## src/rtl/sync_up_counter_mod.sv

```systemverilog
// Modulo-MOD synchronous up counter with enable, carry cascade, parallel load, prescaler and sticky overflow.
// Optional saturating mode (no wrap, no carry-out) is selected by defining SYNC_UP_COUNTER_MOD_SAT_EN.
module sync_up_counter_mod #(
  parameter int WIDTH    = 4,
  parameter int MOD      = 16,
  parameter int PRESCALE = 1
) (
  input  logic             clk,
  input  logic             clr,
  input  logic             en,
  input  logic             cin,
  input  logic             load,
  input  logic [WIDTH-1:0] load_val,
  input  logic             ovf_clr,
  output logic [WIDTH-1:0] q,
  output logic             tc,
  output logic             cout,
  output logic             ovf,
  output logic             lderr
);

  localparam int PSW = $clog2(PRESCALE) + 1;
  localparam logic [PSW-1:0]   PS_LAST = PSW'(PRESCALE - 1);
  localparam logic [WIDTH-1:0] Q_LAST  = WIDTH'(MOD - 1);
  // The modulus may equal 2**WIDTH, so the load range check needs one extra bit.
  localparam logic [WIDTH:0]   MOD_EXT = (WIDTH + 1)'(MOD);

  logic [WIDTH-1:0] r_q;
  logic [PSW-1:0]   r_ps;
  logic             r_ovf;
  logic             r_lderr;

  logic w_qual;
  logic w_step;
  logic w_tc;
  logic w_loadOk;

  assign w_qual   = en & cin;
  assign w_step   = w_qual & (r_ps == PS_LAST);
  assign w_tc     = (r_q == Q_LAST);
  assign w_loadOk = ({1'b0, load_val} < MOD_EXT);

  assign q     = r_q;
  assign tc    = w_tc;
  assign ovf   = r_ovf;
  assign lderr = r_lderr;

`ifdef SYNC_UP_COUNTER_MOD_SAT_EN
  assign cout = 1'b0;
`else
  assign cout = w_tc & w_step;
`endif

  always_ff @(posedge clk) begin
    if (clr) begin
      r_q     <= '0;
      r_ps    <= '0;
      r_ovf   <= 1'b0;
      r_lderr <= 1'b0;
    end else begin
      r_lderr <= 1'b0;
      // A same-cycle overflow below overrides this clear.
      if (ovf_clr) begin
        r_ovf <= 1'b0;
      end
      if (load) begin
        r_ps <= '0;
        if (w_loadOk) begin
          r_q <= load_val;
        end else begin
          r_q     <= '0;
          r_lderr <= 1'b1;
        end
      end else if (w_qual) begin
        if (w_step) begin
          r_ps <= '0;
          if (w_tc) begin
            r_ovf <= 1'b1;
`ifdef SYNC_UP_COUNTER_MOD_SAT_EN
            r_q   <= Q_LAST;
`else
            r_q   <= '0;
`endif
          end else begin
            r_q <= r_q + WIDTH'(1);
          end
        end else begin
          r_ps <= r_ps + PSW'(1);
        end
      end
    end
  end

endmodule
```

## config.mk

```make
export PLATFORM = sky130hd
export DESIGN_NAME = sync_up_counter_mod
export DESIGN_NICKNAME = d
export VERILOG_FILES = /design/src/rtl/sync_up_counter_mod.sv
export SDC_FILE = /design/constraint.sdc
export NUM_CORES = 1
export LEC_CHECK = 0
export BUFFER_PORTS_ARGS = -buffer_cell sky130_fd_sc_hd__buf_4
export CAP_MARGIN = 0
export CORE_AREA = 2 2 39 41
export CTS_CLUSTER_SIZE = 24
export DETAILED_ROUTE_END_ITERATION = 8
export DIE_AREA = 0 0 41 43
export SYNTH_ARGS = -nofsm -noshare
export SYNTH_HDL_FRONTEND = slang
export SYNTH_SLANG_ARGS = --single-unit
```

## constraint.sdc

```tcl
create_clock -name clk -period 1.5 [get_ports clk]
set_clock_uncertainty 0.15 [all_clocks]
set_input_delay 0.15 -clock clk [delete_from_list [all_inputs] [get_ports clk]]
set_output_delay 0.15 -clock clk [all_outputs]
set_load 0.03 [all_outputs]
```

# Word-level counts from Yosys, hierarchy flattened
# Cells that the tools add are included.
# W data, S select, Z words.
[totals]
latch_bits = 0
mem_bits_ro = 0
word_cells = 24
n_memories = 0
reg_bits = 6
inputBits = 10
output_inout_bits = 8
ramBits = 0
[op_classes]
n_mul = 0
div_mod_pow = 0
eq_ne = 1
order_cmp = 0
addsub = 2
n_mux = 10
bitwise_logic = 4
reduce_logical = 4
shift = 0
[op_table]
columns = ["operator", "count"]
rows = [
  ["$mux W4", 4],
  ["$mux W1", 6],
  ["$add A4 B1 Y4 const B", 1],
  ["$eq A4 B4 Y1 const B", 1],
  ["$reduce_bool A2 Y1", 2],
  ["$and A1 B1 Y1", 3],
  ["$reduce_and A2 Y1", 1],
  ["$reduce_or A2 Y1", 1],
  ["$add A1 B1 Y1 const B", 1],
  ["$not A1 Y1", 1],
]

# Depth between registers and ports, before layout
[logic_depth]
depth_word = 5
mapped_depth = 5
ltp_nobuf = 5

# Worst setup path before layout
# No wires, ideal clock.
[synth_path]
kind = "register to register"
startpoint = "reg r_q[0], in the netlist q[0]"
endpoint = "reg r_q[0], in the netlist q[0]"
n_path_buf = 0
arrival_time_ps = 1416
path_slack_ps = -152
stages_incl_launch_ff = 6
setup_time_ps = 86
required_ps = 1264
synth_period_minus_slack_ps = 1652
path_cell_list = "dfxtp_1 > ha_1 > nand3_2 > inv_2 > or3_1 > a221oi_2"
[synth_between]
elab_chain_len = 5
elab_cells_between_ends = 6
classes_between = "1 x add/sub; 1 x eq/ne; 4 x mux"
[synth_rtl]
columns = ["element", "line", "text"]
rows = [
  ["from (decl)", "28", "logic [WIDTH-1:0] r_q;"],
  ["from (signal assigned)", "69", "r_q <= load_val;"],
  ["from (signal assigned)", "85", "r_q <= r_q + WIDTH'(1);"],
  ["$eq A4 B4 Y1", "40", "assign w_tc = (r_q == Q_LAST);"],
  ["via tc", "16", "output logic tc,"],
  ["$mux W4", "77", "if (w_tc) begin"],
  ["$mux W4", "75", "if (w_step) begin"],
  ["$mux W4", "74", "end else if (w_qual) begin"],
  ["$mux W4", "66", "if (load) begin"],
]
# The timed path passes the listed nets, and every way through them passes these cells. The select of a mux whose other input is x is not followed.
# A chain may end at the register's enable or synchronous reset.

# Worst setup path in the final report
[layout_path]
startpoint = "reg r_q[0], in the netlist q[0]"
endpoint = "reg r_q[0], in the netlist q[0]"
[layout_between]
elab_chain_len = 5
elab_cells_between_ends = 6
classes_between = "1 x add/sub; 1 x eq/ne; 4 x mux"
[layout_rtl]
columns = ["element", "line"]
rows = [
  ["$add A4 B1 Y4 / $eq A4 B4 Y1 (equally long branches)", "85, 40"],
  ["$mux W4 *", "77"],
  ["$mux W4 *", "75"],
  ["$mux W4 *", "74"],
  ["$mux W4 *", "66"],
]
# Every way passes the cells marked *; elsewhere a longest branch is shown, timed or not. The select of a mux whose other input is x is not followed.

==> metrics <==
run status=finished, final reports clean; DP Worst Slack=48.6 ps; Post-Route WL=824 um; Mapped Nets=47; fin crit period=1460 ps; clock root cell=clkbuf_4; CP max-delay cell=dfxtp_4; Cell variety after synth=23; post-synthesis sequential area ratio=0.358; crit path cell chain=ha_4 -> nand3_4 -> inv_4 -> or3_4 -> a221oi_2; Max Slew Vio Count=0; Final ANT Viol Nets=0; worst path bufs/invs=1; total track usage=0.110; Core Rows=14; CTS max path bufs=2; Hold WC Path Type=input port to flop; CP top delay family=simple AND/OR/NAND/NOR gates; Die Height=43 um; leading cell type in the layout, fill and taps excluded=buf_4; TritonCTS buffer count=3; WP data required=1510 ps; detailed placement HPWL=625 um; Worst EP arrival=1460 ps; Die ar.=1760 um2; Power Dens Cells=784 nW/um2; Top FF cell, synth=dfxtp_1; synthesis-to-finish area growth=69.8%; Clock Latency Late Sink=250 ps; Yosys warnings=0; H-tree depth=1; P_leak=0.245 nW; I/O pins=18; Avg WL per Cell=11.1 um; fin cells=74; Ant. Diodes=0; Max-Cap Viols=0; Synth async-reset ratio=0; DRT iter0 DRCs=4; clk slew on worst S/H paths=50 ps; setup slack after layout=44.9 ps; layout cells sized above 1=0.500; DIE WIDTH=41 um; Crit Path Class=flop to flop; largest net degree at the start of global routing=8; maximum fanout along the worst path=5; DRC viols=0; core area=1380 um2; EDFF count, synth=0; first-pass GRT wire length=1260 um; VDD IR max=346 uV; Hold Vio Cnt, Final=0; most frequent cells in the layout=15 x buf_4, 4 x dfxtp_1, 3 x inv_1, 3 x clkbuf_4, 3 x dlygate4sd3_1; RSZ-0062 raised after global routing=false; routed vias=342; FMAX=0.687 GHz; Setup violations, final=0; FILL cells=134; crit path capture type=flop; final cycle utilization of the critical path=0.970; CP peak stage delay=360 ps; RePlAce Congestion=0.678; setup tns final=0 ps; CP startpoint kind=flop; Yosys reg bits=6; Overflow after GRT=0; PortBufs=16; vias in the first global route=318; Vias per Instance=4.62; DR pass1 iterations=2; Post-Synthesis Cells=36; placed cells=67; Starting Density=0.242; average size of a mapped cell=9.31 um2; Clock Sinks=6; TritonCTS clock tree=built; fin nets=70; worst hold margin=11.4 ps; synthesized cell area=335 um2; initial antenna violation count=0
## metal layers
layer	vias up	global-route usage	routed length, um
li1	174	-	-
met1	153	0.117	354
met2	13	0.163	393
met3	2	0.0471	70
met4	0	0.0800	6
met5	-	0	0
## flip-flops by register name, indices dropped and copies added (netlist names)
signal,count
q,4
r_ps,1
ovf,1
## synthesized netlist by cell type, types with 2 or more instances
library cell,n,share of area
inv_1,3,0.034
a21oi_1,2,0.030
or3_1,2,0.037
nor2_1,3,0.034
a211oi_1,2,0.045
xor2_1,2,0.052
dfxtp_1,6,0.36
## power breakdown
| part | total, mW | internal [mW] | switching, mW | leakage (nW) |
|---|---|---|---|---|
| Clock | 0.167 | 0.101 | 0.0658 | 0.0150 |
| Sequential | 0.180 | 0.167 | 0.0128 | 0.0505 |
| Combinational | 0.0989 | 0.0501 | 0.0488 | 0.180 |
| Total | 0.446 | 0.319 | 0.127 | 0.245 |
## layout make-up
cell class	instances	area [um2]	area share
multi-input cells	25	224	0.393
repair buffers	19	154	0.270
flip-flops and latches	6	128	0.224
clock buffers	4	26.3	0.0462
well taps	16	20.0	0.0352
inverters	4	17.5	0.0308
## cell families (layout without fill, tap and decap cells)
kind of cell               Yosys count  count (layout)  synth area share
muxes                                1               1            0.0299
other                                1               1            0.0112
adders and majority gates            1               1            0.0373
buffers and inverters                5              27            0.0672
xor gates and xnor gates             2               2            0.0522
AOI/OAI and AO/OA                    8               8             0.183
DFF                                  6               6             0.358
and+or+nand+nor                     12              12             0.261
## stage by stage
step	power (mW)	area (um2)	util
final	0.446	569	0.411
after global routing	0.476	569	0.411
after CTS	0.449	547	0.395
after detailed placement	0.272	490	0.354
after global placement	0.270	490	0.354
after floorplan	0.229	358	-
## path summary, 6_finish.rpt
check	depth (start not counted)	start	slack [ps]	end
setup / recovery	5	q[0]	40	q[0]
setup reg to reg	5	q[0]	40	q[0]
hold reg to reg	2	r_ps	320	r_ps
hold / removal	3	load_val[0]	10	q[0]
## worst reg2reg max path: stages, from the launching register on
cell and delay [ps]:
dfxtp_4 360, ha_4 170, nand3_4 100, inv_4 40
or3_4 350, a221oi_2 200
## repair_timing
| item | in CTS | in global routing |
|---|---|---|
| hold endpoints to repair | 5 | 0 |
| buffers inserted | 0 | 0 |
| setup endpoints to repair | 0 | 3 |
| gates resized for setup | 0 | 5 |
| hold buffers | 3 | 0 |
(Power assumes the default switching activity.)
